**config.mk**
```make
export PLATFORM = sky130hd
export DESIGN_NAME = bin2bcd_seq
export DESIGN_NICKNAME = d
export VERILOG_FILES = /design/src/rtl/bin2bcd_seq.sv
export SDC_FILE = /design/constraint.sdc
export NUM_CORES = 1
export LEC_CHECK = 0
export BUFFER_PORTS_ARGS = -buffer_cell sky130_fd_sc_hd__buf_4
export CORE_AREA = 2 2 81 83
export DETAILED_ROUTE_END_ITERATION = 10
export DIE_AREA = 0 0 83 85
export PLACE_DENSITY = 0.85
export SLEW_MARGIN = 40
export SYNTH_ARGS = -nofsm -noshare
export SYNTH_HDL_FRONTEND = slang
export SYNTH_SLANG_ARGS = --single-unit
```
**constraint.sdc**
```tcl
create_clock -name clk -period 5 [get_ports clk]
set_input_delay 1 -clock clk [delete_from_list [all_inputs] [get_ports clk]]
set_output_delay 1 -clock clk [all_outputs]
set_load 0.01 [all_outputs]
```
**src/rtl/bin2bcd_seq.sv**
```systemverilog
// Sequential binary-to-BCD converter using shift-and-add-3, one input bit per clock.
// Valid/ready on both sides, optional two's-complement input, leading-zero mask and overflow flag.
module bin2bcd_seq #(
    parameter int unsigned BIN_W  = 16,
    parameter int unsigned DIGITS = 5,
    parameter bit          SIGNED = 1'b0
) (
    input  logic                  clk,
    input  logic                  reset_n,
    input  logic                  in_valid,
    output logic                  in_ready,
    input  logic [BIN_W-1:0]      binary_in,
    output logic                  out_valid,
    input  logic                  out_ready,
    output logic [4*DIGITS-1:0]   bcd_out,
    output logic                  neg_out,
    output logic [DIGITS-1:0]     digit_en,
    output logic                  ovf_out,
    output logic                  busy
);

    localparam int unsigned CntW = $clog2(BIN_W + 1);

    typedef enum logic [1:0] {StIdle, StShift, StDone} state_e;

    state_e                state_q;
    logic [BIN_W-1:0]      mag_q;
    logic [4*DIGITS-1:0]   acc_q;
    logic                  ovf_q;
    logic                  neg_q;
    logic [CntW-1:0]       cnt_q;

    logic                  in_ready_q;
    logic                  busy_q;
    logic                  out_valid_q;
    logic [4*DIGITS-1:0]   bcd_q;
    logic                  neg_out_q;
    logic                  ovf_out_q;
    logic [DIGITS-1:0]     digit_en_q;

    logic [BIN_W-1:0]      mag_load;
    logic [4*DIGITS-1:0]   acc_add;
    logic [4*DIGITS-1:0]   acc_next;
    logic                  ovf_next;
    logic [DIGITS-1:0]     en_next;
    logic                  any_nz;

    // Most negative input maps to 2^(BIN_W-1), which still fits as an unsigned magnitude.
    assign mag_load = (SIGNED && binary_in[BIN_W-1]) ? (~binary_in + 1'b1) : binary_in;

    always_comb begin
        acc_add = acc_q;
        for (int k = 0; k < int'(DIGITS); k++) begin
            if (acc_q[4*k +: 4] >= 4'd5) begin
                acc_add[4*k +: 4] = acc_q[4*k +: 4] + 4'd3;
            end
        end
        acc_next = {acc_add[4*DIGITS-2:0], mag_q[BIN_W-1]};
        ovf_next = ovf_q | acc_add[4*DIGITS-1];

        any_nz  = 1'b0;
        en_next = '0;
        for (int k = int'(DIGITS) - 1; k >= 0; k--) begin
            any_nz     = any_nz | (acc_next[4*k +: 4] != 4'd0);
            en_next[k] = any_nz;
        end
        en_next[0] = 1'b1;
    end

    always_ff @(posedge clk) begin
        if (!reset_n) begin
            state_q     <= StIdle;
            mag_q       <= '0;
            acc_q       <= '0;
            ovf_q       <= 1'b0;
            neg_q       <= 1'b0;
            cnt_q       <= '0;
            in_ready_q  <= 1'b1;
            busy_q      <= 1'b0;
            out_valid_q <= 1'b0;
            bcd_q       <= '0;
            neg_out_q   <= 1'b0;
            ovf_out_q   <= 1'b0;
            digit_en_q  <= '0;
        end else begin
            unique case (state_q)
                StIdle: begin
                    if (in_valid) begin
                        mag_q      <= mag_load;
                        neg_q      <= SIGNED && binary_in[BIN_W-1];
                        acc_q      <= '0;
                        ovf_q      <= 1'b0;
                        cnt_q      <= CntW'(BIN_W);
                        state_q    <= StShift;
                        in_ready_q <= 1'b0;
                        busy_q     <= 1'b1;
                    end
                end
                StShift: begin
                    acc_q <= acc_next;
                    mag_q <= {mag_q[BIN_W-2:0], 1'b0};
                    ovf_q <= ovf_next;
                    cnt_q <= cnt_q - 1'b1;
                    if (cnt_q == CntW'(1)) begin
                        state_q     <= StDone;
                        busy_q      <= 1'b0;
                        out_valid_q <= 1'b1;
                        bcd_q       <= acc_next;
                        ovf_out_q   <= ovf_next;
                        neg_out_q   <= neg_q && ((acc_next != '0) || ovf_next);
                        digit_en_q  <= en_next;
                    end
                end
                StDone: begin
                    // Result regs hold until the next conversion finishes.
                    if (out_ready) begin
                        state_q     <= StIdle;
                        out_valid_q <= 1'b0;
                        in_ready_q  <= 1'b1;
                    end
                end
                default: begin
                    state_q     <= StIdle;
                    in_ready_q  <= 1'b1;
                    busy_q      <= 1'b0;
                    out_valid_q <= 1'b0;
                end
            endcase
        end
    end

    assign in_ready  = in_ready_q;
    assign busy      = busy_q;
    assign out_valid = out_valid_q;
    assign bcd_out   = bcd_q;
    assign neg_out   = neg_out_q;
    assign ovf_out   = ovf_out_q;
    assign digit_en  = digit_en_q;

endmodule

```
## After elaboration in Yosys (flattened, before gate mapping)

Index checks and enable logic that the tools add are counted.
W data, S select, Z words.

- Logic and storage cells: 72
- Register bits: 73
- Output and inout bits: 30
- Bits of input ports: 20

- Add/sub/neg operators: 6
- Muxes and demuxes: 25
- Eq/ne operators: 6
- Reduce and logical (&&, ||, !) cells: 12
- $lt $le $gt $ge: 5
- Bitwise gates (word level): 7

Operator list:

| kind | number |
|---|---|
| $pmux W20 S2 | 1 |
| $pmux W16 S2 | 1 |
| $add A4 B2 Y4 const B | 5 |
| $ge A4 B3 Y1 const B | 5 |
| $mux W20 | 1 |
| $mux W4 | 5 |
| $mux W16 | 1 |
| $reduce_bool A4 Y1 | 4 |
| $reduce_and A3 Y1 | 4 |
| $pmux W5 S2 | 1 |
| $pmux W1 S3 | 3 |
| $mux W1 | 6 |
| $mux W2 | 3 |
| $ne A2 B2 Y1 const B | 3 |
| $pmux W2 S3 | 1 |
| $eq A5 B1 Y1 const B | 1 |
| $mux W5 | 1 |
| $sub A5 B1 Y5 const B | 1 |
| $or A1 B1 Y1 | 4 |
| $reduce_and A2 Y1 | 2 |
| $not A1 Y1 | 3 |
| $eq A2 B1 Y1 const B | 1 |
| $eq A2 B2 Y1 const B | 1 |
| $logic_not A2 Y1 | 1 |
| other kinds (2) | 2 |

## Longest topological paths before layout

Gate-level depths: netlist of run 1.

- Depth after elaboration: 6
- Gate-level depth with buffers: 8
- Gate-level depth less buffers: 7

## Worst setup path before layout of run 1

No wires, ideal clock.

- Path kind: input -> register
- Start point: input in_valid
- End point: register acc_q[19]
- Slack: 3.115 ns
- Stages: 4
- Buffers on the path: 1
- Arrival: 1.814 ns
- Data required time: 4.930 ns
- Library setup time: 0.070 ns
- Cells stage by stage: o21ai_0 > clkbuf_1 > o21ai_0 > a21oi_1

- Longest elaborated chain between the ends: 2

Ends and longest elaborated chain:

| element | line | source |
|---|---|---|
| start, declared | 10 | `input logic in_valid,` |
| $ne A2 B2 Y1 (no line) | n/a |  |
| $reduce_and A2 Y1 (no line) | n/a |  |
| end signal, assigned | 100 | `acc_q <= acc_next;` |
| end, declared | 28 | `logic [4*DIGITS-1:0] acc_q;` |

No other way between the ends.
A chain may end at the register's enable or synchronous reset.

## Worst setup path in the final report of run 1

- Start point: register state_q[0]
- End point: register bcd_q[7] (netlist: bcd_out[7])

- Longest elaborated chain between the ends: 2

Ends and longest elaborated chain:

| element | line | source |
|---|---|---|
| start, declared | 26 | `state_e state_q;` |
| start signal, assigned | 72 | `state_q <= StIdle;` |
| start signal, assigned | 94 | `state_q <= StShift;` |
| start signal, assigned | 105 | `state_q <= StDone;` |
| $eq A2 B1 Y1 | 86 | `unique case (state_q)` |
| $reduce_and A2 Y1 (no line) | n/a |  |
| end signal, assigned | 108 | `bcd_q <= acc_next;` |
| end, declared | 36 | `logic [4*DIGITS-1:0] bcd_q;` |

No other way between the ends.

==> results of run 1 <==
-- report_power, final --
group | internal (µW) | total (µW) | switching, µW
clock network | 236 | 444 | 208
logic | 56.3 | 137 | 80.2
registers | 608 | 632 | 23.9
total | 900 | 1210 | 312
-- registers in the layout, summed over array words and instances (netlist names) --
signal     count
busy           1
acc_q         20
ovf_out        1
state_q        2
ovf_q          1
mag_q         16
out_valid      1
cnt_q          5
digit_en       5
bcd_out       20
in_ready       1
-- routing by layer --
layer	global-route usage [%]	part of all wire (%)	up-vias
li1	-	-	1581
met2	38.6	48	80
met3	5.25	5.5	9
met5	0	0	-
met1	28.4	45	1403
met4	10.1	1.5	0
-- stage by stage --
| stage | std cells | setup WS (ns) |
|---|---|---|
| detailed placement | 527 | 2.28 |
| floorplan | 430 | 3.12 |
| global placement | 527 | 2.09 |
| finish | 541 | 2.25 |
| CTS | 541 | 2.25 |
| global route | 541 | 2.02 |
-- cell families after synthesis --
kind of cell	Yosys count	synth area share, %
AO/OA/AOI/OAI	135	24.1
XOR/XNOR	5	1.27
adder cells (fa/ha/maj)	12	4.35
buffers and inverters	48	5.90
flip-flops	73	42.3
multiplexers	6	1.74
other	1	0.109
AND/OR/NAND/NOR	150	20.2
-- placed cells by master (no fill, tap or decap), drive strengths merged, types with 2 or more instances in the layout --
master	instances
dfxtp	73
clkbuf	10
nor2	57
a22oi	13
a21o	2
buf	50
a2bb2oi	2
nand3	7
or3	2
o22ai	6
nor3	14
xnor2	5
o221ai	14
nand2	44
a31oi	2
a21oi	48
clkinv	5
a2111oi	2
nor3b	8
a211oi	11
ha	12
and2	4
o21ai	32
nand2b	8
inv	16
mux2i	6
-- how the worst max path moves through the flow --
stage	start	to	depth (start not counted)
6_report	state_q[0]$_SDFFE_PN0P_	bcd_out[7]$_SDFFE_PN0P_	6
5_1_grt	state_q[0]$_SDFFE_PN0P_	bcd_out[7]$_SDFFE_PN0P_	6
4_1_cts	state_q[0]$_SDFFE_PN0P_	bcd_out[3]$_SDFFE_PN0P_	6
3_5_place_dp	state_q[0]$_SDFFE_PN0P_	bcd_out[3]$_SDFFE_PN0P_	6
3_3_place_gp	state_q[0]$_SDFFE_PN0P_	digit_en[1]$_SDFFE_PN0P_	6
2_1_floorplan	in_valid	acc_q[19]$_SDFFE_PN0P_	4
-- worst register-to-register path: stages, from the launching register on --
cell and delay (ns):
dfxtp_1 0.58, clkinv_1 0.55, nor2_1 0.23, buf_4 0.26, nand2_1 0.49, nor3_1 0.44, nor3_1 0.08
-- final cells by class --
type | count | area share [%]
clock buffer | 10 | 3.45
clock inverter | 4 | 1.13
inverter | 18 | 1.69
multi-input combinational | 309 | 45.2
sequential | 73 | 36.6
tap | 77 | 2.42
timing repair buffer | 50 | 9.41
==> flow_summary.yaml, run 1 <==
min_path:
  hold_path_class: "flip-flop to flip-flop"
  worstHoldStart: "bcd_out[6]$_SDFFE_PN0P_"
  min_path_cells: 2
  min_to: "bcd_out[6]$_SDFFE_PN0P_"
synthesis:
  synth_top_cells_by_area: "dfxtp_1 42%, a21oi_1 7.0%, nor2_1 6.2%"
  synth_area_per_cell_um2: 8.03
  synth_edf_count: 0
  yosysSeqAreaShare_pct: 42.3
  ys.flop_type: "dfxtp_1"
  ys_seq_elements: 73
  yosysUniqueCellTypes: 40
  async_reset_ff_share_pct: 0
  synth.top_cell.area_share_pct: 42.3
  yosysMostFrequentCell: "dfxtp_1"
  synth_warnings: 0
  synthesis.nets: 462
  syn_area_mm2: 0.00345
  yosysTopAreaCell: "dfxtp_1"
  synth_common_cells: "73 x dfxtp_1, 57 x nor2_1, 48 x a21oi_1"
  syn_inst: 430
setup_path:
  path_delay_family: "simple AND/OR/NAND/NOR gates"
  cpMostUsedCell: "nor3_1"
  crit_path_start_kind: "flip-flop"
  worst-endpoint-required_ns: 5.21
  worst-path-buf-inv: 2
  r2r_cells: 6
  critPathMaxFanout: 20
  r2r-start: "state_q[0]$_SDFFE_PN0P_"
  endpoint_kind: "flip-flop"
  max_stage_delay_ns: 0.58
  reg2reg_slack_ns: 2.25
  r2r_end: "bcd_out[7]$_SDFFE_PN0P_"
  crit_arrival_ns: 2.96
  slowest_stage: "dfxtp_1"
  critical_path_class: "flip-flop to flip-flop"
  path_cells: "clkinv_1 > nor2_1 > buf_4 > nand2_1 > nor3_1 > nor3_1"
sta:
  finalMaxSlewViolations: 0
  setup_viol: 0
  rsz0062_at_grt: "false"
  max_clock_freq_mhz: 363
  period_needed_ns: 2.75
  worst_slew_pin_slew_ns: 0.761
  fin_hold_ws_ns: 0.457
  tns_ns: 0
  finalHoldViolations: 0
  max-slew-margin-rel_pct: 49.2
  period_share_pct: 55.1
  worst_clock_skew_ns: 0.00470
layout:
  num-fill-cells: 514
  final_area_mm2: 0.00399
  utilization_pct: 64.3
  nets: 493
  multi_input_area_mm2: 0.00180
  seq_area_mm2: 0.00146
  diodes: 0
  synthToLayoutAreaGrowth_pct: 15.4
  layout-drive-gt1-share_pct: 15.3
pwr:
  power.total_uw: 1210
  power-per-cell-area_mw_per_mm2: 304
  ir_drop_mv: 0.240
  power_leakage_uw: 0.00154
clock_network:
  h-tree-depth: 3
  cts_buffers: 9
  path_clk_slew_ns: 0.07
  insertion_delay_ns: 0.35
  clockBufferDepth: 2
  cts_resized: 0
  cts_tree: "yes"
  cts_setup_buffers: 0
  cts-root-buf: "clkbuf_8"
  postCtsHoldBufs: 0
  cts_sinks: 73
status:
  status: "complete, no violations"
place:
  io_buffers: 48
  dp.final_hpwl_um: 5150
  gp_congestion: 0.872
  placed_area_mm2: 0.00380
routing:
  dr.pass1.iters: 5
  wire_per_inst_um: 14.5
  viasPerCell: 5.68
  drt.antenna.violating_nets: 0
  dr_total_vias: 3073
  drc: 0
  first_iter_violations: 188
  drt_wl_total_um: 7870
die:
  die_y_um: 85
  start_util_pct: 55.7
  dieWidth_um: 83
  core_mm2: 0.00620
  pin_count: 50
  placementRows: 29
  dieArea_mm2: 0.00706
global_routing:
  grt_start_max_net_pins: 53
  antenna_found_initial: 0
  grt_pass1_wl_um: 13400
  grt.overflow.total: 0
  grt_pass1_vias: 2930
  track_usage_pct: 23.0
run:
  drv_cap: 0
Note: power is estimated with default switching activity, not from simulation.
==> inputs of run 2 (changes only) <==
clock period = 2.6 ns   (was 5 ns; I/O delays follow)
==> run 2 against run 1 <==
- critical path type unchanged
- critical endpoint is now digit_en[1]$_SDFFE_PN0P_
- first-iteration DRC count is 4.8% lower
- die area stayed put
- maximum frequency is 38% higher
==> flow_summary.yaml, run 2 (synthesis gave the netlist of run 1 again) <==
layout:
  fin_cells: 552
  num-fill-cells: 529
  final_common_cell: "dfxtp_1"
  synthToLayoutAreaGrowth_pct: 17.5
  final_area_mm2: 0.00406
  layout-drive-gt1-share_pct: 16.6
  layout_common_cells: "73 x dfxtp_1, 59 x buf_4, 57 x nor2_1"
  diodes: 0
  nets: 503
clock_network:
  path_clk_slew_ns: 0.07
  insertion_delay_ns: 0.35
  h-tree-depth: 3
  clockBufferDepth: 2
  cts_tree: "yes"
  cts_buffers: 9
  postCtsHoldBufs: 0
  cts-root-buf: "clkbuf_8"
  cts_setup_buffers: 0
  cts_sinks: 73
  cts_resized: 0
min_path:
  min_to: "bcd_out[2]$_SDFFE_PN0P_"
  hold_path_class: "flip-flop to flip-flop"
  min_path_cells: 2
  worstHoldStart: "bcd_out[2]$_SDFFE_PN0P_"
setup_path:
  critical_path_class: "flip-flop to flip-flop"
  critPathMaxFanout: 6
  r2r_end: "digit_en[1]$_SDFFE_PN0P_"
  crit_path_start_kind: "flip-flop"
  r2r-start: "acc_q[4]$_SDFFE_PN0P_"
  endpoint_kind: "flip-flop"
  reg2reg_slack_ns: 0.61
  max_stage_delay_ns: 0.39
  path_delay_family: "compound AO/OA/AOI/OAI gates"
  path_cells: "inv_1 > ha_1 > nand2b_1 > a21o_1 > or3_1 > a2111oi_0 > a31oi_1"
  slowest_stage: "a2111oi_0"
  worst-path-buf-inv: 1
  r2r_cells: 7
  worst-endpoint-required_ns: 2.83
  crit_arrival_ns: 2.22
routing:
  drc: 0
  dr.pass1.iters: 5
  wire_per_inst_um: 14.2
  drt_wl_total_um: 7860
  viasPerCell: 5.84
  drt.antenna.violating_nets: 0
  first_iter_violations: 179
  dr_total_vias: 3223
sta:
  period_needed_ns: 1.99
  finalMaxSlewViolations: 0
  finalHoldViolations: 0
  setup_viol: 0
  max_clock_freq_mhz: 501
  tns_ns: 0
  rsz0062_at_grt: "false"
  worst_clock_skew_ns: 0.00650
  max-slew-margin-rel_pct: 60.4
  worst_slew_pin_slew_ns: 0.593
  period_share_pct: 76.7
pwr:
  ir_drop_mv: 0.358
  power-per-cell-area_mw_per_mm2: 569
  power_leakage_uw: 0.00159
global_routing:
  grt_start_max_net_pins: 53
  grt_pass1_vias: 2966
  grt.overflow.total: 0
  antenna_found_initial: 0
  grt_pass1_wl_um: 13300
  track_usage_pct: 22.9
place:
  placed_area_mm2: 0.00388
  io_buffers: 48
  dp.final_hpwl_um: 5430
  gp_congestion: 0.832
  dp_cells: 537
die:
  die_y_um: 85
  placementRows: 29
  start_util_pct: 55.7
  dieArea_mm2: 0.00706
  dieWidth_um: 83
  core_mm2: 0.00620
  pin_count: 50
status:
  status: "complete, no violations"
run:
  drv_cap: 0
run 2: cell types whose count changed in the layout (fill, tap and decap cells not counted):
cell	previous run	this run
o21ai_1	1	2
and2_2	1	0
and2_1	3	4
clkbuf_8	10	12
nand2_1	43	44
o21ai_4	1	0
bufinv_16	1	0
nand2_2	1	0
buf_4	50	59
buf_12	0	1
run 2: routing by layer:
layer	share of wire (%)	routed length [µm]	track usage (%)
met5	0	0	0
met4	1.9	146	10.3
met3	6.2	490	4.77
met2	47	3730	37.2
met1	44	3490	29.7
run 2: cell type report:
class | instances | area [µm²] | area share, %
Multi-Input combinational cell | 309 | 1790 | 44.1
Tap cell | 77 | 96.3 | 2.37
Inverter | 18 | 67.6 | 1.67
Clock buffer | 12 | 165 | 4.07
Clock inverter | 3 | 15.0 | 0.370
Timing Repair Buffer | 60 | 463 | 11.4
Sequential cell | 73 | 1460 | 36.0
run 2: worst max-delay path by stage:
stage                                 startpoint                       end  slack [ns]  depth (start not counted)
after floorplan            acc_q[5]$_SDFFE_PN0P_  digit_en[1]$_SDFFE_PN0P_        0.81                          7
after global placement    acc_q[16]$_SDFFE_PN0P_  digit_en[1]$_SDFFE_PN0P_        0.74                          7
after detailed placement   acc_q[4]$_SDFFE_PN0P_  digit_en[1]$_SDFFE_PN0P_        0.66                          7
after CTS                  acc_q[4]$_SDFFE_PN0P_  digit_en[1]$_SDFFE_PN0P_        0.64                          7
after global routing      acc_q[16]$_SDFFE_PN0P_  digit_en[4]$_SDFFE_PN0P_        0.42                          7
final                      acc_q[4]$_SDFFE_PN0P_  digit_en[1]$_SDFFE_PN0P_        0.61                          7
run 2: worst reg2reg max path, delay by kind of cell (launching register included):
kind / cells / cell delay (ns)
AOI/OAI and AO/OA: 3 / 0.75
adders and majority gates: 1 / 0.25
buffers and inverters: 1 / 0.10
DFF: 1 / 0.36
and+or+nand+nor: 2 / 0.41
run 2: power by group:
part / leakage, µW / internal (µW) / switching [µW] / total (µW)
Clock: 0.0000980 / 414 / 395 / 810
Sequential: 0.000595 / 1170 / 41.0 / 1210
Combinational: 0.000900 / 123 / 165 / 287
Total: 0.00159 / 1710 / 601 / 2310
run 2: stage by stage:
| step | utilization [%] | setup WS (ns) | hold WS, ns | total power (µW) |
|---|---|---|---|---|
| floorplan | - | 0.809 | 0.449 | 1410 |
| global placement | 62.5 | 0.739 | 0.445 | 1510 |
| detailed placement | 62.5 | 0.659 | 0.448 | 1520 |
| CTS | 65.4 | 0.642 | 0.458 | 2320 |
| global route | 65.4 | 0.421 | 0.474 | 2400 |
| finish | 65.4 | 0.605 | 0.454 | 2310 |
==> inputs of run 3 (changes only) <==
ABC_AREA = 1   (was unset)
PLACE_DENSITY = 0.84   (was 0.85)
clock period = 1.9 ns   (was 2.6 ns; I/O delays follow)
==> run 3 against run 2 <==
- utilization up 0.28 points
- die area unchanged
- worst setup slack worse by 0.44 ns
- highest routed layer unchanged
==> flow_summary.yaml, run 3 <==
status:
  status: "complete, no violations"
layout:
  synthToLayoutAreaGrowth_pct: 20.4
  fin_cells: 608
  diodes: 0
  layout_common_cells: "132 x nand2_1, 70 x dfxtp_1, 56 x buf_4"
  nets: 558
  layout-drive-gt1-share_pct: 16.6
  final_common_cell: "nand2_1"
sta:
  period_needed_ns: 1.74
  worst_clock_skew_ns: 0.00570
  setup_ws_ns: 0.163
  finalHoldViolations: 0
  max_clock_freq_mhz: 576
  period_share_pct: 91.4
  tns_ns: 0
  rsz0062_at_grt: "false"
  setup_viol: 0
  fin_hold_ws_ns: 0.282
  finalMaxSlewViolations: 0
synthesis:
  yosysTopAreaCell: "dfxtp_1"
  syn_area_mm2: 0.00339
  syn_inst: 479
  yosysSeqAreaShare_pct: 43.2
  ys.flop_type: "dfxtp_1"
  synth_edf_count: 0
  async_reset_ff_share_pct: 0
  yosysUniqueCellTypes: 36
  yosysMostFrequentCell: "nand2_1"
  synth_area_per_cell_um2: 7.07
  synth_top_cells_by_area: "dfxtp_1 43%, nand2_1 15%, a21oi_1 6.1%"
  synthesis.nets: 511
  synth_common_cells: "132 x nand2_1, 73 x dfxtp_1, 49 x inv_1"
  synth_warnings: 0
  ys_seq_elements: 73
  synth.top_cell.area_share_pct: 43.2
clock_network:
  path_clk_slew_ns: 0.08
  cts_buffers: 9
  postCtsHoldBufs: 0
  insertion_delay_ns: 0.35
  cts_sinks: 73
  cts_setup_buffers: 0
  h-tree-depth: 3
  clockBufferDepth: 2
  cts-root-buf: "clkbuf_8"
  cts_tree: "yes"
die:
  dieArea_mm2: 0.00706
  core_mm2: 0.00620
  placementRows: 29
  dieWidth_um: 83
  start_util_pct: 54.6
  die_y_um: 85
  pin_count: 50
setup_path:
  crit_path_start_kind: "flip-flop"
  critical_path_class: "flip-flop to flip-flop"
  critPathMaxFanout: 5
  worst-endpoint-required_ns: 2.15
  crit_arrival_ns: 1.98
  endpoint_kind: "flip-flop"
routing:
  dr.pass1.iters: 4
  viasPerCell: 5.30
  first_iter_violations: 195
  drt.antenna.violating_nets: 0
  drt_wl_total_um: 7920
  drc: 0
  dr_total_vias: 3221
  wire_per_inst_um: 13.0
place:
  dp.final_hpwl_um: 5590
  dp_cells: 592
  gp_congestion: 0.876
  pre_cts_slack_ns: 0.101
  io_buffers: 48
pwr:
  power-per-cell-area_mw_per_mm2: 860
  power.total_uw: 3510
  ir_drop_mv: 0.574
  power_leakage_uw: 0.00186
global_routing:
  antenna_found_initial: 0
  grt_pass1_wl_um: 13700
  grt_pass1_vias: 3153
  grt_start_max_net_pins: 40
  track_usage_pct: 23.7
  grt.overflow.total: 0
run:
  drv_cap: 0
min_path:
  hold_path_class: "input pin to flip-flop"
run 3: changes by cell type after synthesis, moves of 8 or more:
cell      previous run  this run
nand2b_1             8         0
nor3_1              14         1
inv_1               16        49
nand2_1             44       132
nor3b_1              8         0
nor2_1              57        46
o221ai_1            14         1
clkbuf_1            19        10
nand3_1              7        30
a211oi_1            11         2
a22oi_1             13         3
a31oi_1              2        10
run 3: routing by layer:
layer	track usage [%]	vias to the layer above	wire, µm
met2	40.8	87	3920
met1	28.4	1471	3500
li1	-	1652	-
met3	5.35	11	365
met4	10.6	0	129
met5	0	-	0
run 3: logic make-up (layout without fill, tap and decap cells):
family	after synthesis	after routing	share of synthesized area [%]
other cells	1	1	0.111
flops	73	73	43.2
simple gates	221	221	26.8
xor+xnor	1	1	0.259
compound gates	96	96	15.8
fa+ha+maj	12	12	4.43
buf+inv	75	127	9.39
run 3: what timing repair did:
item | CTS | global route
resized for setup | 0 | 5
hold endpoints to repair | 0 | 0
setup endpoints to repair | 0 | 4
run 3: per-stage QoR:
step,utilization [%],instance area [µm²]
after detailed placement,61.6,3820
after CTS,65.5,4070
after global routing,65.7,4080
after global placement,61.6,3820
final,65.7,4080
after floorplan,-,3390
run 3: worst paths after layout:
path,startpoint,to,slack (ns),cells after the start
worst max-delay path,acc_q[16]$_SDFFE_PN0P_,digit_en[1]$_SDFFE_PN0P_,0.16,12
worst min-delay path,binary_in[7],mag_q[7]$_SDFFE_PN0P_,0.28,3
worst max register to register,acc_q[16]$_SDFFE_PN0P_,digit_en[1]$_SDFFE_PN0P_,0.16,12
worst min register to register,in_ready$_SDFFE_PN1P_,in_ready$_SDFFE_PN1P_,0.46,1
run 3: layout make-up:
type                    instances  area, µm²
clock buffers                   9        124
clock inverters                 7        119
fillers                       535       2130
inverters                      53        199
multi-input cells             331       1610
flip-flops and latches         73       1470
well taps                      77       96.3
repair buffers                 58        460
run 3: worst max-delay path, stage by stage (launching register included):
cell     delay (ns)
dfxtp_2        0.36
inv_1          0.07
ha_1           0.20
inv_1          0.07
nand2_1        0.11
nand3_1        0.12
nand2_1        0.08
nand2_1        0.08
nand2_1        0.07
nor2_2         0.15
nand3_1        0.13
nor2_1         0.13
nor2_1         0.05
run 3: power by group:
part	total, µW	internal (µW)	switching, µW
Sequential	1640	1600	40.8
Clock	1480	871	606
Combinational	393	161	232
Total	3510	2630	878
